===== config.mk =====
export PLATFORM = sky130hd
export DESIGN_NAME = jtag_scan_sequencer
export DESIGN_NICKNAME = d
export VERILOG_FILES = /design/src/rtl/jtag_scan_sequencer.sv
export SDC_FILE = /design/constraint.sdc
export NUM_CORES = 1
export LEC_CHECK = 0
export BUFFER_PORTS_ARGS = -buffer_cell sky130_fd_sc_hd__buf_4
export CORE_AREA = 4 4 101 103
export CTS_BUF_LIST = sky130_fd_sc_hd__clkbuf_16
export CTS_CLUSTER_DIAMETER = 30
export DETAILED_ROUTE_END_ITERATION = 10
export DIE_AREA = 0 0 105 107
export PLACE_DENSITY = 0.78
export SYNTH_ARGS = -nofsm -noshare
export SYNTH_HDL_FRONTEND = slang
export SYNTH_SLANG_ARGS = --single-unit
export TNS_END_PERCENT = 1

===== constraint.sdc =====
create_clock -name TCK -period 2 [get_ports TCK]
set_input_delay 0.1 -clock TCK [delete_from_list [all_inputs] [get_ports TCK]]
set_output_delay 0.1 -clock TCK [all_outputs]
set_load 0.05 [all_outputs]

===== src/rtl/jtag_scan_sequencer.sv =====
// JTAG master scan sequencer: turns one-word commands into IR/DR scans or TAP resets,
// mirroring the target TAP state and always parking it in Run-Test/Idle.
module jtag_scan_sequencer #(
  parameter int unsigned DATA_W = 32,
  parameter int unsigned LEN_W  = $clog2(DATA_W) + 1
) (
  input  logic              TCK,
  input  logic              TRST,
  input  logic              CMD_VALID,
  output logic              CMD_READY,
  input  logic              CMD_RESET,
  input  logic              CMD_IR,
  input  logic [LEN_W-1:0]  CMD_LEN,
  input  logic [DATA_W-1:0] CMD_DATA,
  output logic              TMS,
  output logic              TDI,
  input  logic              TDO,
  output logic              RSP_VALID,
  output logic [DATA_W-1:0] RSP_DATA
);

  // Each state is the TAP state for the current cycle; Go and Idle both sit in RTI.
  typedef enum logic [3:0] {
    StTlr,
    StIdle,
    StGo,
    StSelDr,
    StSelIr,
    StCap,
    StShift,
    StExit1,
    StUpdate
  } state_e;

  typedef enum logic [1:0] {
    KindDr,
    KindIr,
    KindReset
  } kind_e;

  localparam logic [LEN_W-1:0] MaxLen = LEN_W'(DATA_W);

  state_e             state_q, state_d;
  kind_e              kind_q, kind_d;
  logic [LEN_W-1:0]   len_q, len_d;
  logic [LEN_W-1:0]   cnt_q, cnt_d;
  logic [DATA_W-1:0]  sr_q, sr_d;
  logic [DATA_W-1:0]  cap_q, cap_d;
  logic               rsp_valid_q, rsp_valid_d;
  logic [DATA_W-1:0]  rsp_data_q, rsp_data_d;

  logic [LEN_W-1:0]   len_clamped;
  logic               last_bit;

  always_comb begin
    if (CMD_LEN == '0) begin
      len_clamped = LEN_W'(1);
    end else if (CMD_LEN > MaxLen) begin
      len_clamped = MaxLen;
    end else begin
      len_clamped = CMD_LEN;
    end
  end

  assign last_bit = (cnt_q == len_q - LEN_W'(1));

  always_comb begin
    state_d     = state_q;
    kind_d      = kind_q;
    len_d       = len_q;
    cnt_d       = cnt_q;
    sr_d        = sr_q;
    cap_d       = cap_q;
    rsp_valid_d = 1'b0;
    rsp_data_d  = rsp_data_q;

    case (state_q)
      StTlr: state_d = StIdle;
      StIdle: begin
        if (CMD_VALID) begin
          state_d = StGo;
          if (CMD_RESET) begin
            kind_d = KindReset;
          end else if (CMD_IR) begin
            kind_d = KindIr;
          end else begin
            kind_d = KindDr;
          end
          len_d = len_clamped;
          cnt_d = '0;
          sr_d  = CMD_DATA;
          cap_d = '0;
        end
      end
      StGo: state_d = StSelDr;
      StSelDr: state_d = (kind_q == KindDr) ? StCap : StSelIr;
      StSelIr: begin
        if (kind_q == KindReset) begin
          // The TLR cycle entered here completes the reset command.
          state_d     = StTlr;
          rsp_valid_d = 1'b1;
          rsp_data_d  = '0;
        end else begin
          state_d = StCap;
        end
      end
      StCap: state_d = StShift;
      StShift: begin
        for (int i = 0; i < DATA_W; i++) begin
          if (cnt_q == LEN_W'(i)) begin
            cap_d[i] = TDO;
          end
        end
        sr_d  = sr_q >> 1;
        cnt_d = cnt_q + LEN_W'(1);
        if (last_bit) begin
          state_d = StExit1;
        end
      end
      StExit1: begin
        state_d     = StUpdate;
        rsp_valid_d = 1'b1;
        rsp_data_d  = cap_q;
      end
      StUpdate: state_d = StIdle;
      default: state_d = StTlr;
    endcase
  end

  always_ff @(posedge TCK or negedge TRST) begin
    if (!TRST) begin
      state_q     <= StTlr;
      kind_q      <= KindDr;
      len_q       <= '0;
      cnt_q       <= '0;
      sr_q        <= '0;
      cap_q       <= '0;
      rsp_valid_q <= 1'b0;
      rsp_data_q  <= '0;
    end else begin
      state_q     <= state_d;
      kind_q      <= kind_d;
      len_q       <= len_d;
      cnt_q       <= cnt_d;
      sr_q        <= sr_d;
      cap_q       <= cap_d;
      rsp_valid_q <= rsp_valid_d;
      rsp_data_q  <= rsp_data_d;
    end
  end

  // Pin outputs decode registered state only.
  always_comb begin
    TMS = 1'b0;
    case (state_q)
      StGo:    TMS = 1'b1;
      StSelDr: TMS = (kind_q != KindDr);
      StSelIr: TMS = (kind_q == KindReset);
      StShift: TMS = last_bit;
      StExit1: TMS = 1'b1;
      default: TMS = 1'b0;
    endcase
  end

  assign TDI       = (state_q == StShift) & sr_q[0];
  assign CMD_READY = (state_q == StIdle);
  assign RSP_VALID = rsp_valid_q;
  assign RSP_DATA  = rsp_data_q;

endmodule


==> results.ini, run 1 <==
[status]
status=finished, violations left
violations=setup timing

[synthesis]
synthDistinctLibCells=50
syn_avg_cell_area_um2=10.6
synth_edf_count=0
synthCells=484
ys_ff_latch=115
netlist_top_cells_area=dfrtp_1, a22o_1, mux2i_1, nor2_1, o22ai_1
synthFlopType=dfrtp_1
synth_area_um2=5120
synthesis.nets=533
synth_largest_area_cell=dfrtp_1
synth_async_sr_flop_share_pct=100
synth_top_area_share_pct=56.2
yosysWarnings=0
ys_seq_area_share_pct=56.2

[global_routing]
grt_usage_pct=23.9
grt_first_pass_wirelength_um=21300
antenna_found_initial=0
grt_max_degree=64
grt_pass1_vias=4355
globalRoute.totalOverflow=0

[worst_setup_path]
critPathKind=reg -> out
r2r-start=state_q[3]
crit_slowest_cell=or4_4
critPathRequiredTime_ns=1.90
path_cells=inv_2 > ha_4 > xnor2_1 > or4_4 > o31ai_4 > buf_6
arrival_ns=2.20
critPathTopFamily=simple AND/OR/NAND/NOR gates
cp-start-kind=flip-flop
ff2ff_setup_slack_ns=0.12
critical_path.max_fanout=3
crit_path_end_kind=output pin
ff2ff_path_depth=4
r2r_end=cap_q[17]
crit_buf_inv=2
crit_path_max_incr_delay_ns=0.55

[routing]
avgRoutedWirePerCell_um=17.4
drc=0
dr.pass1.iters=5
drt_iter0_drc=301
via_per_inst=5.86
wirelength_um=12700
vias=4258
ant_nets=0

[timing]
holdWs_ns=0.0479
rsz0062_at_grt=yes
hold_viol=0
min_period_ns=2.30
setup_viol_count_final=1
relSlewSlack_pct=62.0
fin_crit_sh_pct=115
layout_setup_ws_ns=-0.304
finalSetupTns_ns=-0.304
max_freq_ghz=0.434
finClkSkew_ns=0.00695
drv_slew=0
worstMarginPinSlew_ns=0.569

[floorplanning]
die_area_um2=11200
ioPinCount=80
initial_core_util_pct=55.7
core_um2=9200
rows=35
dieHeight_um=107
die_w_um=105

[clock_network]
root_buffer=clkbuf_16
cts_num_sinks=115
clk_pin_slew_ns=0.06
h-tree-depth=4
cts_inserted_buffers=17
clk_latency_ns=0.41
clk_path_buf_depth=2
tritoncts=built

[layout]
antennaDiodeCount=0
area_growth_pct=35.5
instances_no_fill=727
drive_gt1_share_pct=24.4
nNetsFinal=652

[place]
hpwl_um=7740
portBuffers=79
placed_cells=654
place_congestion=0.875

[power]
pwr_density_cell_nw_per_um2=1400
p_leak_nw=3.29
vdd_drop_max_mv=1.04

[worst_hold_path]
whs_path_depth=3
hp-class=in -> reg
min_to=len_q[0]
min_from=CMD_LEN[0]

[job]
cap_violations=0

-- state kept, by name, summed over array words and instances (netlist names) --
name and flops:
RSP_DATA 32, cap_q 32, sr_q 32, cnt_q 6, len_q 6, state_q 4, kind_q 2, RSP_VALID 1
-- cells in the mapped netlist, drive strengths merged, types with 3 or more instances --
library cell	n
a21oi	4
a22o	33
a31oi	3
and2	5
buf	27
clkbuf	13
dfrtp	115
ha	5
inv	13
mux2i	24
nand2	44
nand3	25
nand3b	7
nand4	3
nor2	62
nor2b	3
o211ai	8
o21ai	11
o22ai	29
o311ai	3
o31ai	10
o41ai	3
xnor2	6
-- cell type report --
type	count	area (µm²)
timing repair buffer	140	1200
multi-input combinational	316	2050
tap	111	139
clock buffer	17	425
inverter	13	48.8
sequential	115	2880
clock inverter	15	185
fill	577	2260
-- per-stage QoR --
stage	power (mW)	cell area (µm²)	setup slack [ns]	util (%)
2_1_floorplan	5.52	5170	-0.0410	-
3_3_place_gp	6.25	5890	0.0669	64.0
3_5_place_dp	6.40	5890	0.0146	64.0
4_1_cts	9.59	6910	-0.334	75.1
5_1_grt	10.2	6940	-0.367	75.4
6_report	9.68	6940	-0.304	75.4
-- logic make-up after synthesis --
| group | after synthesis | share of synthesized area [%] |
|---|---|---|
| adders and majority gates | 5 | 1.22 |
| xor gates and xnor gates | 8 | 1.37 |
| DFF | 115 | 56.2 |
| muxes | 24 | 4.69 |
| AOI/OAI and AO/OA | 113 | 16.2 |
| buffers and inverters | 53 | 4.59 |
| and+or+nand+nor | 166 | 15.8 |
-- cells in the final DEF (no fill, tap or decap), types with 4 or more instances in the layout --
cell type,synthesis,layout
dfrtp_1,115,112
buf_4,0,95
nor2_1,62,62
nand2_1,43,42
dlygate4sd3_1,0,40
a22o_1,33,33
o22ai_1,29,29
nand3_1,25,25
mux2i_1,24,24
clkbuf_16,0,17
inv_1,12,10
o31ai_1,10,9
o21ai_1,9,8
o211ai_1,8,8
nand3b_1,7,7
xnor2_1,6,6
and2_1,5,5
clkinvlp_4,0,5
clkinv_4,0,5
a21oi_1,4,4
ha_1,5,4
buf_12,0,4
-- what timing repair did --
action,in CTS,in global routing
endpoints found under the setup margin,2,2
hold buffers,40,0
endpoints found under the hold margin,68,0
gates resized for setup,4,7
pin swaps,1,3
buffers inserted,0,1
-- power by group --
part	internal [mW]	total (mW)	switching (mW)	leakage, nW
logic	1.30	3.18	1.88	1.52
registers	2.93	3.41	0.478	1.49
clock network	1.97	3.08	1.12	0.282
-- worst max path at each step --
stage / from / end / cells past startpoint
after global placement: len_q[0] / TMS / 6
after detailed placement: len_q[0] / TMS / 6
after floorplan: state_q[3] / cap_q[21] / 7
after global routing: len_q[1] / TMS / 5
after CTS: len_q[0] / TMS / 6
final: len_q[0] / TMS / 6
-- layer usage --
layer  up-vias  GRT usage, %  wire length [µm]
li1       1979             -                 -
met1      2096          29.7              5410
met2       159          40.5              6380
met3        24          6.08               681
met4         0          8.53               199
met5         -             0                 0
-- worst register-to-register path: stages, from the launching register on --
cell      delay, ns
dfrtp_1        0.48
and4bb_4       0.41
nand4_1        0.31
o311ai_1       0.40
o41ai_1        0.14
(Power assumes the default switching activity.)
==> run 2, diff against run 1 <==
--- a/config.mk
+++ b/config.mk
@@ -6,12 +6,13 @@
 export NUM_CORES = 1
 export LEC_CHECK = 0
 export BUFFER_PORTS_ARGS = -buffer_cell sky130_fd_sc_hd__buf_4
-export CORE_AREA = 4 4 101 103
+export CAP_MARGIN = 20
+export CORE_AREA = 4 4 78 134
 export CTS_BUF_LIST = sky130_fd_sc_hd__clkbuf_16
 export CTS_CLUSTER_DIAMETER = 30
 export DETAILED_ROUTE_END_ITERATION = 10
-export DIE_AREA = 0 0 105 107
-export PLACE_DENSITY = 0.78
+export DIE_AREA = 0 0 82 138
+export PLACE_DENSITY = 0.77
 export SYNTH_ARGS = -nofsm -noshare
 export SYNTH_HDL_FRONTEND = slang
 export SYNTH_SLANG_ARGS = --single-unit
==> run 2 against run 1 <==
Effect of this change: the flow still finishes with violations (setup timing); wire length increased by 1.6%; sequential power about the same; global-route usage increased by 0.63 points; critical path type unchanged; critical endpoint unchanged; largest cell class unchanged.
==> results.ini, run 2 (synthesis results as in run 1) <==
[worst_setup_path]
crit_buf_inv=1
crit_path_end_kind=output pin
ff2ff_path_depth=6
critPathRequiredTime_ns=1.90
critPathKind=reg -> out
arrival_ns=2.24
crit_cells=5
critPathTopFamily=simple AND/OR/NAND/NOR gates
critical_path.max_fanout=3
crit_slowest_cell=or4_4
crit_path_max_incr_delay_ns=0.44
cp-start-kind=flip-flop
path_cells=or3_4 > xnor2_2 > or4_4 > o31ai_4 > buf_6

[worst_hold_path]
hp-class=in -> reg
whs_path_depth=3

[floorplanning]
die_area_um2=11300
die_w_um=82
ioPinCount=80
initial_core_util_pct=54.4
dieHeight_um=138
core_um2=9410
rows=47

[layout]
layout_common_cells=dfrtp_1, buf_4, nor2_1
seq_area_um2=2880
finalInstanceArea_um2=6900
mostFrequentLayoutCell=dfrtp_1
antennaDiodeCount=0
drive_gt1_share_pct=23.9
area_growth_pct=34.8
multi_input_area_um2=2070
instances_no_fill=742
nNetsFinal=656
num-fill-cells=656

[routing]
wirelength_um=12900
vias=4311
dr.pass1.iters=4
drt_iter0_drc=232
avgRoutedWirePerCell_um=17.4
ant_nets=0
drc=0
via_per_inst=5.81

[timing]
worstMarginPinSlew_ns=0.543
layout_setup_ws_ns=-0.339
drv_slew=0
max_freq_ghz=0.427
finClkSkew_ns=0.00830
hold_viol=0
min_period_ns=2.34
rsz0062_at_grt=yes
fin_crit_sh_pct=117
setup_viol_count_final=1
relSlewSlack_pct=63.7

[global_routing]
grt_pass1_vias=4423
antenna_found_initial=0
globalRoute.totalOverflow=0
grt_first_pass_wirelength_um=21600
grt_max_degree=43
grt_usage_pct=24.5

[place]
hpwl_um=8130
portBuffers=79
pre_cts_ws_ns=-0.000228
placed_cells=669
place_area_um2=5920
place_congestion=0.854

[clock_network]
cts_inserted_buffers=17
clk_path_buf_depth=2
clk_pin_slew_ns=0.05
h-tree-depth=4
cts_setup_buffers=0
tritoncts=built
cts_num_sinks=115
root_buffer=clkbuf_16
clk_latency_ns=0.41

[power]
pwr_density_cell_nw_per_um2=1350
combPwrFrac_pct=34.8
intPower_mw=5.91
clkPwrFrac_pct=28.7
p_seq_share_pct=36.5
p_leak_nw=3.30
vdd_drop_max_mv=1.12
switchingPower_mw=3.43
switching_share_pct=36.7

[status]
status=finished, violations left
violations=setup timing

[job]
cap_violations=0

run 2: tightest hold or removal path, stage by stage:
cell,delay (ns)
buf_4,0.13
o211ai_1,0.09
a21oi_1,0.14
run 2: final timing paths:
| path | startpoint | to | slack (ns) |
|---|---|---|---|
| worst max register to register | state_q[1] | sr_q[14] | 0.14 |
| max in group asynchronous | TRST | sr_q[4] | 1.18 |
| worst min-delay path | CMD_VALID | state_q[1] | 0.11 |
| min in group asynchronous | TRST | RSP_DATA[26] | 0.21 |
| worst max-delay path | len_q[0] | TMS | -0.34 |
| worst min register to register | cap_q[7] | RSP_DATA[7] | 0.49 |
run 2: per-stage QoR:
| stage | setup TNS [ns] | utilization, % | power (mW) | hold slack [ns] |
|---|---|---|---|---|
| after floorplan | -0.758 | - | 5.52 | -0.196 |
| after global placement | 0 | 62.9 | 6.26 | 0.0999 |
| after CTS | -0.337 | 73.2 | 9.26 | 0.0988 |
| final | -0.339 | 73.3 | 9.33 | 0.108 |
| after detailed placement | -0.000228 | 62.9 | 6.41 | 0.106 |
| after global routing | -0.396 | 73.3 | 9.85 | 0.125 |
run 2: final cells by class:
cell class	count	area share (%)
Inverter	13	0.707
Timing Repair Buffer	144	17.8
Tap cell	122	2.21
Sequential cell	115	41.8
Multi-Input combinational cell	316	29.9
Clock inverter	15	1.47
Clock buffer	17	6.17
run 2: repair_timing:
action                                  4_1_cts  5_1_grt
endpoints found under the setup margin        2        4
gates resized for setup                       7        5
hold buffers                                 41        0
endpoints found under the hold margin        76        0
pin swaps                                     0        1
run 2: metal layers:
layer	global-route usage (%)	vias to the layer above	routed length [µm]	share of wire [%]
met3	5.73	29	555	4.3
met5	0	-	0	0
met1	28.1	2147	4910	38
met2	42.5	144	7110	55
met4	10.3	0	303	2.4
li1	-	1991	-	-
run 2: power by group through the flow:
stage	logic, mW	clock network (mW)	registers [mW]
after CTS	3.18	2.71	3.37
after global routing	3.56	2.82	3.47
final	3.25	2.68	3.40
after detailed placement	3.02	0	3.39
after global placement	2.91	0	3.35
after floorplan	1.93	0	3.59
